==> src/rtl/out_port_pkg.sv <==
// Shared types and helpers for the multi-channel buffered output port.
// Holds the arbiter FSM state type and the channel-index width helper.
package out_port_pkg;

    typedef enum logic {
        IDLE = 1'b0,
        HOLD = 1'b1
    } state_e;

    // Width of a channel index; a single-channel port still needs one bit.
    function automatic int ch_w(input int n);
        return (n > 1) ? $clog2(n) : 1;
    endfunction

endpackage

==> src/rtl/out_port_chfifo.sv <==
// One per-channel FIFO of the output port.
// Pushes into a full FIFO and pops from an empty one are ignored here as a
// second line of defence. The top already qualifies both against the
// registered count. The head word is always visible on rdData_o.
module out_port_chfifo #(
    parameter int WIDTH = 16,
    parameter int DEPTH = 4
) (
    input  logic                   clk,
    input  logic                   rst,
    input  logic                   push_i,
    input  logic                   pop_i,
    input  logic [WIDTH-1:0]       wrData_i,
    output logic [WIDTH-1:0]       rdData_o,
    output logic [$clog2(DEPTH):0] count_o
);

    localparam int PW = $clog2(DEPTH);
    localparam logic [PW:0] FULLCNT = (PW + 1)'(DEPTH);

    logic [WIDTH-1:0] mem_q [DEPTH];
    logic [PW-1:0]    wrPtr_q, wrPtr_d;
    logic [PW-1:0]    rdPtr_q, rdPtr_d;
    logic [PW:0]      count_q, count_d;
    logic             doPush, doPop;

    assign doPush = push_i && (count_q != FULLCNT);
    assign doPop  = pop_i && (count_q != '0);

    // Next pointers wrap naturally because DEPTH is a power of two.
    // A simultaneous push and pop leaves the count unchanged.
    always_comb begin
        wrPtr_d = wrPtr_q;
        rdPtr_d = rdPtr_q;
        count_d = count_q;
        if (doPush) begin
            wrPtr_d = wrPtr_q + PW'(1);
        end
        if (doPop) begin
            rdPtr_d = rdPtr_q + PW'(1);
        end
        case ({doPush, doPop})
            2'b10:   count_d = count_q + (PW + 1)'(1);
            2'b01:   count_d = count_q - (PW + 1)'(1);
            default: count_d = count_q;
        endcase
    end

    // Pointer and occupancy state; reset empties the FIFO.
    always_ff @(posedge clk or negedge rst) begin
        if (!rst) begin
            wrPtr_q <= '0;
            rdPtr_q <= '0;
            count_q <= '0;
        end else begin
            wrPtr_q <= wrPtr_d;
            rdPtr_q <= rdPtr_d;
            count_q <= count_d;
        end
    end

    // Storage array. It has no reset because the count alone decides validity.
    always_ff @(posedge clk) begin
        if (doPush) begin
            mem_q[wrPtr_q] <= wrData_i;
        end
    end

    assign rdData_o = mem_q[rdPtr_q];
    assign count_o  = count_q;

endmodule

==> src/rtl/out_port_mc.sv <==
// Multi-channel buffered output port.
// The pipeline writes words into per-channel FIFOs. A round-robin arbiter
// drains them over one shared valid/ready bus. Per-channel "last written"
// registers keep the old level-style view of each channel.
// Optional feature: define OUT_PORT_DROP_CNT_EN to add an 8-bit saturating
// counter of dropped writes on port drop_cnt.
module out_port_mc
    import out_port_pkg::*;
#(
    parameter int WIDTH  = 16,
    parameter int NUM_CH = 4,
    parameter int DEPTH  = 4
) (
    input  logic                      clk,
    input  logic                      rst,
    input  logic                      wr_en,
    input  logic [ch_w(NUM_CH)-1:0]   wr_ch,
    input  logic [WIDTH-1:0]          wr_data,
    output logic [NUM_CH-1:0]         full,
    output logic [NUM_CH-1:0]         empty,
    output logic [NUM_CH-1:0]         overflow,
    output logic [NUM_CH*WIDTH-1:0]   last_data,
    output logic                      out_valid,
    input  logic                      out_ready,
    output logic [ch_w(NUM_CH)-1:0]   out_ch,
    output logic [WIDTH-1:0]          out_data
`ifdef OUT_PORT_DROP_CNT_EN
    ,
    output logic [7:0]                drop_cnt
`endif
);

    localparam int CW   = ch_w(NUM_CH);
    localparam int CNTW = $clog2(DEPTH) + 1;
    localparam logic [CNTW-1:0] FULLCNT = CNTW'(DEPTH);

    logic [WIDTH-1:0]        rdData [NUM_CH];
    logic [CNTW-1:0]         count  [NUM_CH];
    logic [NUM_CH-1:0]       push, pop, drop;
    logic [NUM_CH-1:0]       fullVec, emptyVec;
    logic                    wrInRange;

    state_e                  state_q;
    logic                    outValid_q;
    logic [CW-1:0]           outCh_q;
    logic [WIDTH-1:0]        outData_q;
    logic [CW-1:0]           rr_q;
    logic [NUM_CH*WIDTH-1:0] lastData_q;
    logic [NUM_CH-1:0]       overflow_q;

    logic [CW-1:0]           rrAfter, rrBase, pickCh;
    logic [WIDTH-1:0]        pickData;
    logic                    anyPending, popEn;
    int                      scanIdx;

    // Writes to channel numbers that do not exist vanish without any side effect.
    assign wrInRange = wr_en && (int'(wr_ch) < NUM_CH);

    generate
        for (genvar k = 0; k < NUM_CH; k++) begin : g_ch
            localparam logic [CW-1:0] KIDX = CW'(k);

            assign fullVec[k]  = (count[k] == FULLCNT);
            assign emptyVec[k] = (count[k] == '0);
            assign push[k]     = wrInRange && (wr_ch == KIDX) && !fullVec[k];
            assign drop[k]     = wrInRange && (wr_ch == KIDX) && fullVec[k];
            assign pop[k]      = popEn && (pickCh == KIDX);

            out_port_chfifo #(
                .WIDTH(WIDTH),
                .DEPTH(DEPTH)
            ) u_fifo (
                .clk     (clk),
                .rst     (rst),
                .push_i  (push[k]),
                .pop_i   (pop[k]),
                .wrData_i(wr_data),
                .rdData_o(rdData[k]),
                .count_o (count[k])
            );
        end
    endgenerate

    assign full  = fullVec;
    assign empty = emptyVec;

    // Track the last accepted word per channel and latch sticky overflow flags.
    always_ff @(posedge clk or negedge rst) begin
        if (!rst) begin
            lastData_q <= '0;
            overflow_q <= '0;
        end else begin
            for (int k = 0; k < NUM_CH; k++) begin
                if (push[k]) begin
                    lastData_q[k*WIDTH +: WIDTH] <= wr_data;
                end
                if (drop[k]) begin
                    overflow_q[k] <= 1'b1;
                end
            end
        end
    end

    assign last_data = lastData_q;
    assign overflow  = overflow_q;

    // Round-robin pointer after the presented word completes.
    // The pointer moves to the channel after it and wraps at NUM_CH.
    assign rrAfter    = (int'(outCh_q) == NUM_CH - 1) ? '0 : outCh_q + CW'(1);
    assign anyPending = ~&emptyVec;
    assign popEn      = anyPending && ((state_q == IDLE) || out_ready);
    assign pickData   = rdData[pickCh];

    // Pick the first non-empty channel at or after the round-robin base.
    // When a transfer completes this cycle, the base is already the advanced pointer.
    // The scan runs downward so that the closest channel is assigned last and wins.
    always_comb begin
        rrBase  = rr_q;
        pickCh  = '0;
        scanIdx = 0;
        if ((state_q == HOLD) && out_ready) begin
            rrBase = rrAfter;
        end
        for (int i = NUM_CH - 1; i >= 0; i--) begin
            scanIdx = int'(rrBase) + i;
            if (scanIdx >= NUM_CH) begin
                scanIdx = scanIdx - NUM_CH;
            end
            if (!emptyVec[CW'(scanIdx)]) begin
                pickCh = CW'(scanIdx);
            end
        end
    end

    // Output FSM: load a word from IDLE and hold it until accepted.
    // On acceptance it reloads back-to-back, or it drops valid when every channel is empty.
    always_ff @(posedge clk or negedge rst) begin
        if (!rst) begin
            state_q    <= IDLE;
            outValid_q <= 1'b0;
            outCh_q    <= '0;
            outData_q  <= '0;
            rr_q       <= '0;
        end else begin
            case (state_q)
                IDLE: begin
                    if (anyPending) begin
                        state_q    <= HOLD;
                        outValid_q <= 1'b1;
                        outCh_q    <= pickCh;
                        outData_q  <= pickData;
                    end
                end
                HOLD: begin
                    if (out_ready) begin
                        rr_q <= rrAfter;
                        if (anyPending) begin
                            outCh_q   <= pickCh;
                            outData_q <= pickData;
                        end else begin
                            state_q    <= IDLE;
                            outValid_q <= 1'b0;
                        end
                    end
                end
                default: begin
                    state_q    <= IDLE;
                    outValid_q <= 1'b0;
                end
            endcase
        end
    end

    assign out_valid = outValid_q;
    assign out_ch    = outCh_q;
    assign out_data  = outData_q;

`ifdef OUT_PORT_DROP_CNT_EN
    logic [7:0] dropCnt_q;

    // Count dropped writes and saturate at 255. At most one write arrives per cycle.
    always_ff @(posedge clk or negedge rst) begin
        if (!rst) begin
            dropCnt_q <= '0;
        end else if ((|drop) && (dropCnt_q != 8'hFF)) begin
            dropCnt_q <= dropCnt_q + 8'd1;
        end
    end

    assign drop_cnt = dropCnt_q;
`endif

endmodule

==> config.mk <==
export PLATFORM = sky130hd
export DESIGN_NAME = out_port_mc
export DESIGN_NICKNAME = d
export VERILOG_FILES = /design/src/rtl/out_port_pkg.sv /design/src/rtl/out_port_chfifo.sv /design/src/rtl/out_port_mc.sv
export SDC_FILE = /design/constraint.sdc
export NUM_CORES = 1
export LEC_CHECK = 0
export CORE_UTILIZATION = 40
export DETAILED_ROUTE_END_ITERATION = 16
export MAX_ROUTING_LAYER = met4
export SLEW_MARGIN = 20
export SYNTH_ARGS = -nofsm -noshare
export SYNTH_HDL_FRONTEND = slang
export SYNTH_SLANG_ARGS = --single-unit
==> constraint.sdc <==
create_clock -name clk -period 6 [get_ports clk]
set_input_delay 1.2 -clock clk [delete_from_list [all_inputs] [get_ports clk]]
set_output_delay 1.2 -clock clk [all_outputs]
set_load 0.05 [all_outputs]
Word-level counts from Yosys, hierarchy flattened
Memories as Yosys holds them, arrays and structs flattened.
Index checks and enable logic that the tools add are counted.
{"block": "word_totals", "reg_bits": 118, "mem_bits_rw": 256, "inputBits": 22, "out_inout_bits": 95, "wordCells": 189, "mem_count": 4}
{"name": "g_ch[0].u_fifo.mem_q", "depth": 4, "word_bits": 16, "read_ports": 1, "rd_clocked_by_memory_dff": 0, "wr": 1, "line_no": "out_port_chfifo.sv:21", "source": "logic [WIDTH-1:0] mem_q [DEPTH];"}
{"name": "g_ch[1].u_fifo.mem_q", "depth": 4, "word_bits": 16, "read_ports": 1, "rd_clocked_by_memory_dff": 0, "wr": 1, "line_no": "out_port_chfifo.sv:21"}
{"name": "g_ch[2].u_fifo.mem_q", "depth": 4, "word_bits": 16, "read_ports": 1, "rd_clocked_by_memory_dff": 0, "wr": 1, "line_no": "out_port_chfifo.sv:21"}
{"name": "g_ch[3].u_fifo.mem_q", "depth": 4, "word_bits": 16, "read_ports": 1, "rd_clocked_by_memory_dff": 0, "wr": 1, "line_no": "out_port_chfifo.sv:21"}
{"block": "classes", "n_addsub": 24, "n_lt_le_gt_ge": 9, "eq_ne": 26, "n_mux": 50, "n_bitwise": 2, "reduce_logical": 49}
{"op": "16-bit 2-to-1 mux", "count": 4}
{"op": "16-bit binary-select mux with 2-bit select", "count": 1}
{"op": "16-bit case mux with 2 select lines", "count": 1}
{"op": "1-bit logical AND", "count": 26}
{"op": "2-bit 2-to-1 mux", "count": 12}
{"op": "3-bit case mux with 2 select lines", "count": 4}
{"op": "1-bit 2-to-1 mux", "count": 21}
{"op": "2-bit by 1-bit adder with 2-bit output, second input constant", "count": 9}
{"op": "2-bit == test, second input constant", "count": 8}
{"op": "2-bit by 4-bit less-than comparator with 1-bit output, second input constant", "count": 4}
{"op": "2-bit by 1-bit == test with 1-bit output, second input constant", "count": 7}
{"op": "3-bit by 1-bit adder with 3-bit output, second input constant", "count": 4}
{"op": "3-bit == test, second input constant", "count": 4}
{"op": "3-bit greater-or-equal comparator, second input constant", "count": 4}
{"op": "3-bit logical NOT", "count": 4}
{"op": "3-bit != test, second input constant", "count": 4}
{"op": "3-bit nonzero test", "count": 4}
{"op": "3-bit by 1-bit subtractor with 3-bit output, second input constant", "count": 4}
{"op": "1-bit binary-select mux with 2-bit select", "count": 4}
{"op": "2-bit nonzero test", "count": 4}
{"op": "2-bit by 1-bit subtractor with 2-bit output, second input constant", "count": 4}
{"op": "2-bit by 2-bit adder with 3-bit output, second input constant", "count": 2}
{"op": "1-bit logical NOT", "count": 5}
{"op": "2-bit logical NOT", "count": 2}
{"op": "other kinds (12)", "count": 14}

Depth between registers and ports, before layout
{"block": "logic_depth", "word_depth": 20, "depth_mapped": 13}

By module
Synthesis repeated with hierarchy kept, for this count alone.
{"block": "unflattened", "cells_unflattened": 884, "area_unflattened_um2": 15464.8}
{"module": "out_port_chfifo at g_ch[0].u_fifo ...", "n_inst": 3, "cells_each": 121, "area_per_inst_um2": 2766.4, "seq_area_each_um2": 2097.0}
{"module": "out_port_mc", "n_inst": 1, "cells_each": 401, "area_per_inst_um2": 4391.7, "seq_area_each_um2": 2252.2}
{"module": "out_port_chfifo at g_ch[2].u_fifo", "n_inst": 1, "cells_each": 120, "area_per_inst_um2": 2773.9, "seq_area_each_um2": 2097.0}

Worst setup path before layout
Ideal clock, no wire load.
{"block": "synth_path", "kind": "input to register", "start": "in out_ready", "end": "reg g_ch[0].u_fifo.count_q[2]", "arrival_time_ps": 3414, "path_slack_ps": 2507, "cell_stages": 12, "path_buffers": 1, "path_cell_list": "and4bb_1 > o2111a_1 > a221o_1 > nor2b_1 > buf_2 > nor3_2 > ha_1 > inv_1 > fa_1 > xor2_1 > nor2_1 > xor2_1"}
{"block": "synth_via", "elab_chain_cells": 17, "elab_cells_between_ends": 42, "classes_between": "add/sub: 7; order compare: 4; eq/ne: 2; mux: 22; reduce/logical: 7"}
{"item": "start: declaration", "line_no": "out_port_mc.sv:24", "source": "input logic out_ready,"}
{"item": "1-bit logical AND", "line_no": "out_port_mc.sv:121", "source": "if ((state_q == HOLD) && out_ready) begin"}
{"item": "2-bit 2-to-1 mux", "line_no": "out_port_mc.sv:121"}
{"item": "2-bit by 2-bit adder with 3-bit output", "line_no": "out_port_mc.sv:125", "source": "scanIdx = int'(rrBase) + i;"}
{"item": "3-bit greater-or-equal comparator or 2-bit by 1-bit subtractor with 2-bit output (tied branches)", "line_no": "out_port_mc.sv:126, out_port_mc.sv:127"}
{"item": "2-bit 2-to-1 mux", "line_no": "out_port_mc.sv:126", "source": "if (scanIdx >= NUM_CH) begin"}
{"item": "1-bit binary-select mux with 2-bit select", "line_no": "out_port_mc.sv:129", "source": "if (!emptyVec[CW'(scanIdx)]) begin"}
{"item": "1-bit 2-to-1 mux (not written as such) (2 in series)", "line_no": "out_port_mc.sv:129"}
{"item": "2-bit 2-to-1 mux (4 in series)", "line_no": "out_port_mc.sv:129"}
{"item": "2-bit logical NOT", "line_no": "out_port_mc.sv:67", "source": "assign pop[k] = popEn && (pickCh == KIDX);"}
{"item": "1-bit logical AND *", "line_no": "out_port_mc.sv:67"}
{"item": "1-bit logical AND *", "line_no": "out_port_chfifo.sv:28", "source": "assign doPop = pop_i && (count_q != '0);"}
{"item": "via g_ch[0].u_fifo.doPop", "line_no": "out_port_chfifo.sv:25", "source": "logic doPush, doPop;"}
{"item": "2-bit by 1-bit == test with 1-bit output or 2-bit == test (tied branches)", "line_no": "out_port_chfifo.sv:42", "source": "case ({doPush, doPop})"}
{"item": "3-bit case mux with 2 select lines or 2-bit nonzero test (tied branches)"}
{"item": "end signal: assignment", "line_no": "out_port_chfifo.sv:58", "source": "count_q <= count_d;"}
{"item": "end: declaration", "line_no": "out_port_chfifo.sv:24", "source": "logic [PW:0] count_q, count_d;"}
Mark *: on every way through the listed nets, which the timed path passes. The rest lies on a longest branch. The select of a mux whose other input is x is not followed.
A chain may end at the register's enable or synchronous reset.

Worst setup path in the final report
{"block": "layout_path", "start": "in out_ready", "end": "reg g_ch[1].u_fifo.count_q[2]"}
{"block": "layout_via", "elab_chain_cells": 17, "elab_cells_between_ends": 42, "classes_between": "add/sub: 7; order compare: 4; eq/ne: 3; mux: 22; reduce/logical: 6"}
{"item": "1-bit logical AND", "line_no": "out_port_mc.sv:121"}
{"item": "2-bit 2-to-1 mux", "line_no": "out_port_mc.sv:121"}
{"item": "2-bit by 2-bit adder with 3-bit output", "line_no": "out_port_mc.sv:125"}
{"item": "3-bit greater-or-equal comparator or 2-bit by 1-bit subtractor with 2-bit output (tied branches)", "line_no": "out_port_mc.sv:126, out_port_mc.sv:127"}
{"item": "2-bit 2-to-1 mux", "line_no": "out_port_mc.sv:126"}
{"item": "1-bit binary-select mux with 2-bit select", "line_no": "out_port_mc.sv:129"}
{"item": "1-bit 2-to-1 mux (not written as such) (2 in series)", "line_no": "out_port_mc.sv:129"}
{"item": "2-bit 2-to-1 mux (4 in series)", "line_no": "out_port_mc.sv:129"}
{"item": "2-bit by 1-bit == test with 1-bit output", "line_no": "out_port_mc.sv:67"}
{"item": "1-bit logical AND *", "line_no": "out_port_mc.sv:67"}
{"item": "1-bit logical AND *", "line_no": "out_port_chfifo.sv:28"}
{"item": "via g_ch[1].u_fifo.doPop", "line_no": "out_port_chfifo.sv:25"}
{"item": "2-bit by 1-bit == test with 1-bit output or 2-bit == test (tied branches)", "line_no": "out_port_chfifo.sv:42"}
{"item": "3-bit case mux with 2 select lines or 2-bit nonzero test (tied branches)"}
{"item": "end signal: assignment", "line_no": "out_port_chfifo.sv:58"}
{"item": "end: declaration", "line_no": "out_port_chfifo.sv:24"}
Marks and branches as above.

==> results.toml <==
[outcome]
status = "finished, final reports clean"

[critical_path]
crit_path_frequent_cell = "xor2_1"
crit_start = "out_ready"
crit_type = "input port to register"
path_cells = "clkdlybuf4s50_1, a21boi_0, nor4_1, o21ai_2, nand2_4, nor3_2, ha_1, inv_1, fa_1, xor2_1, nor2_1, xor2_1"
crit_slowest_cell = "o21ai_2"
arrival_ps = 4720
r2r-end = "g_ch[2].u_fifo.count_o[2]"
r2r_start = "g_ch[1].u_fifo.count_o[0]"
crit_fanout = 21
endpoint = "g_ch[1].u_fifo.count_o[2]"
start_kind = "input port"
cp_top_family = "compound AO/OA/AOI/OAI gates"
cp-end-kind = "register"
path_depth = 12
reg2reg_depth = 11
slowest_delay_ps = 600
worstPathRequired_ps = 6450
critical_path_buf_inv_count = 2
regToRegSetupSlack_ps = 2330

[pwr]
comb_power_share_pct = 38.5
p_int_mw = 6.164
power_switching_mw = 3.434
power_density_nw_per_um2 = 535.3
vdd_drop_max_uv = 327.4
p_leak_nw = 6.443
finalPower_mw = 9.598
swShare_pct = 35.77
p_clk_share_pct = 24.5
p_seq_share_pct = 37.0

[global_routing]
grt_pass1_wl_um = 48140
first_global_vias = 7889
grt.total_usage_pct = 17.27
grt_max_degree = 59
antenna_found_initial = 0
grt_overflow = 0

[clocking]
cts-resized-gates = 0
cts_buffer_depth = 3
cts_tree = "built"
clkTransAtPathRegs_ps = 60
root_buffer = "clkbuf_16"
clk-insertion-delay-late_ps = 530
cts_buffers = 40
clock-sinks = 374
cts_setup_buffers = 0
postCtsHoldBufs = 0
cts_max_level = 2

[drt]
drt_wl_total_um = 30820
drtIter0Drc = 460
antenna_left = 0
dr.pass1.iters = 4
vias = 7504
avgRoutedWirePerCell_um = 21.52
drc = 0
viasPerCell = 5.240

[cells_and_area]
instances_no_fill = 1432
antenna_cells = 0
final_common_cell = "edfxtp_1"
area_delta_synth_final_pct = 19.96
most-common-layout-cells = "256 x edfxtp_1, 118 x dfrtp_1, 115 x clkdlybuf4s50_1"
drive_gt1_share_pct = 24.17
nets = 981

[floorplan]
coreArea_um2 = 36700
fp.dieArea_um2 = 38140
io_pins = 117
start_util_pct = 40.73
die_h_um = 195.3
num_rows = 70
die_w_um = 195.3

[logic_synthesis]
synthFlopType = "edfxtp_1"
synth_cell_types = 53
syn_nets = 843
synthesis.area_um2 = 14950
yosysWarningCount = 0
avgSynthCellArea_um2 = 18.78
synthTopCellsByArea = "edfxtp_1 51%, dfrtp_1 20%, mux4_2 9.6%, mux2_2 5.0%, ha_1 1.8%"
synth_enable_flop_cells = 256
synth_cells = 796
synthArstFlopShare_pct = 31.55
synth_top_cell_area_share_pct = 51.43
synth_top_cell_by_area = "edfxtp_1"
synth-seq-cells = 374
ys_seq_area_share_pct = 71.19

[placed_design]
dp_cells = 1360
io_buffers = 116
place.gp.congestion = 0.7578
dp_hpwl_um = 20220

[sta]
finClkSkew_ps = 11.22
tightest_slew_ps = 976.1
fin_crit_sh_pct = 71.12
setup_viol = 0
fmax_mhz = 234.4
slew_violations = 0
tns_ps = 0
rsz0062_at_grt = "no"
period_minus_slack_ps = 4267
max_slew_margin_pct = 34.65
finalHoldViolations = 0
hold_ws_ps = 472.4

[job]
max-cap-violations = 0

[worst_hold_path]
hold_path.class = "register to register"
worstHoldPathCells = 1
-- cell type report --
type	instances	area, µm²
clock inverters	13	117.6
multi-input cells	351	4025
well taps	468	585.6
inverters	34	132.6
flip-flops and latches	374	10640
clock buffers	59	1144
repair buffers	133	1286
fillers	3062	18770
-- metal layers --
metal | GRT usage [%] | vias to the layer above | wire length, µm
met3 | 3.143 | 49 | 1723
met4 | 5.279 | 0 | 599
li1 | - | 3373 | -
met5 | - | - | 0
met2 | 25.90 | 177 | 14410
met1 | 24.06 | 3905 | 14090
-- cells by family (layout without fill, tap and decap cells) --
group,count (synthesis),after routing,synth area share [%]
DFF,374,374,71.19
muxes,148,148,16.30
and+or+nand+nor,82,82,3.307
AOI/OAI and AO/OA,72,72,3.499
buffers and inverters,71,239,2.009
adders and majority gates,25,25,2.294
xor gates and xnor gates,24,24,1.406
-- worst min path at each step --
stage / from / end / slack, ps
6_report: overflow[1] / overflow[1] / 470
5_1_grt: overflow[1] / overflow[1] / 490
4_1_cts: overflow[1] / overflow[1] / 470
3_5_place_dp: overflow[1] / overflow[1] / 460
3_3_place_gp: overflow[1] / overflow[1] / 450
2_1_floorplan: g_ch[3].u_fifo.count_o[2] / g_ch[3].u_fifo.count_o[2] / 450
-- power by group through the flow --
stage	logic, mW	registers, mW	clock network (mW)
detailed placement	3.73	3.61	0
global route	3.96	3.61	2.51
floorplan	1.96	4.27	0
CTS	3.74	3.56	2.42
finish	3.69	3.55	2.36
global placement	3.69	3.59	0
-- metrics by stage --
stage | cell area, µm² | utilization [%] | setup WS (ps)
floorplan | 14950 | - | 2507
global placement | 16670 | 45.42 | 1339
detailed placement | 16670 | 45.42 | 1246
CTS | 17930 | 48.86 | 1780
global route | 17930 | 48.86 | 1393
finish | 17930 | 48.86 | 1733
-- Yosys cell counts (2+ instances only) --
library cell	n
ha_1	21
xor2_1	14
and3_1	7
dfrtp_1	118
and2_1	12
fa_1	4
nand4_1	2
nor4b_2	3
nor2_1	12
clkbuf_1	22
inv_1	32
buf_1	4
o21ai_0	22
a221o_1	17
buf_2	7
edfxtp_1	256
buf_6	2
mux2_4	14
mux2_2	66
nor3_2	3
xnor2_1	10
mux4_2	64
or3_1	2
nor3_1	2
a21oi_1	19
a41o_1	4
nand2_1	12
mux2i_1	3
nand3_1	18
-- state kept, by name, summed over array words and instances, names as in the netlist --
signal,cells
g_ch.u_fifo.mem_q,256
last_data,64
out_data,16
g_ch.u_fifo.count_o,12
g_ch.u_fifo.rdPtr_q,8
g_ch.u_fifo.wrPtr_q,8
overflow,4
out_ch,2
rr_q,2
out_valid,1
state_q,1
-- worst reg2reg max path, cell delays in order, from the launching register on --
cell and delay, ps:
dfrtp_1 410, nor3_2 660, o2111a_1 300, a221o_1 130, nor2b_1 730, and3_1 340
ha_1 200, inv_1 60, fa_1 370, xor2_1 150, nor2_1 110, xor2_1 160
No activity file was read; power rests on OpenSTA's default activity.
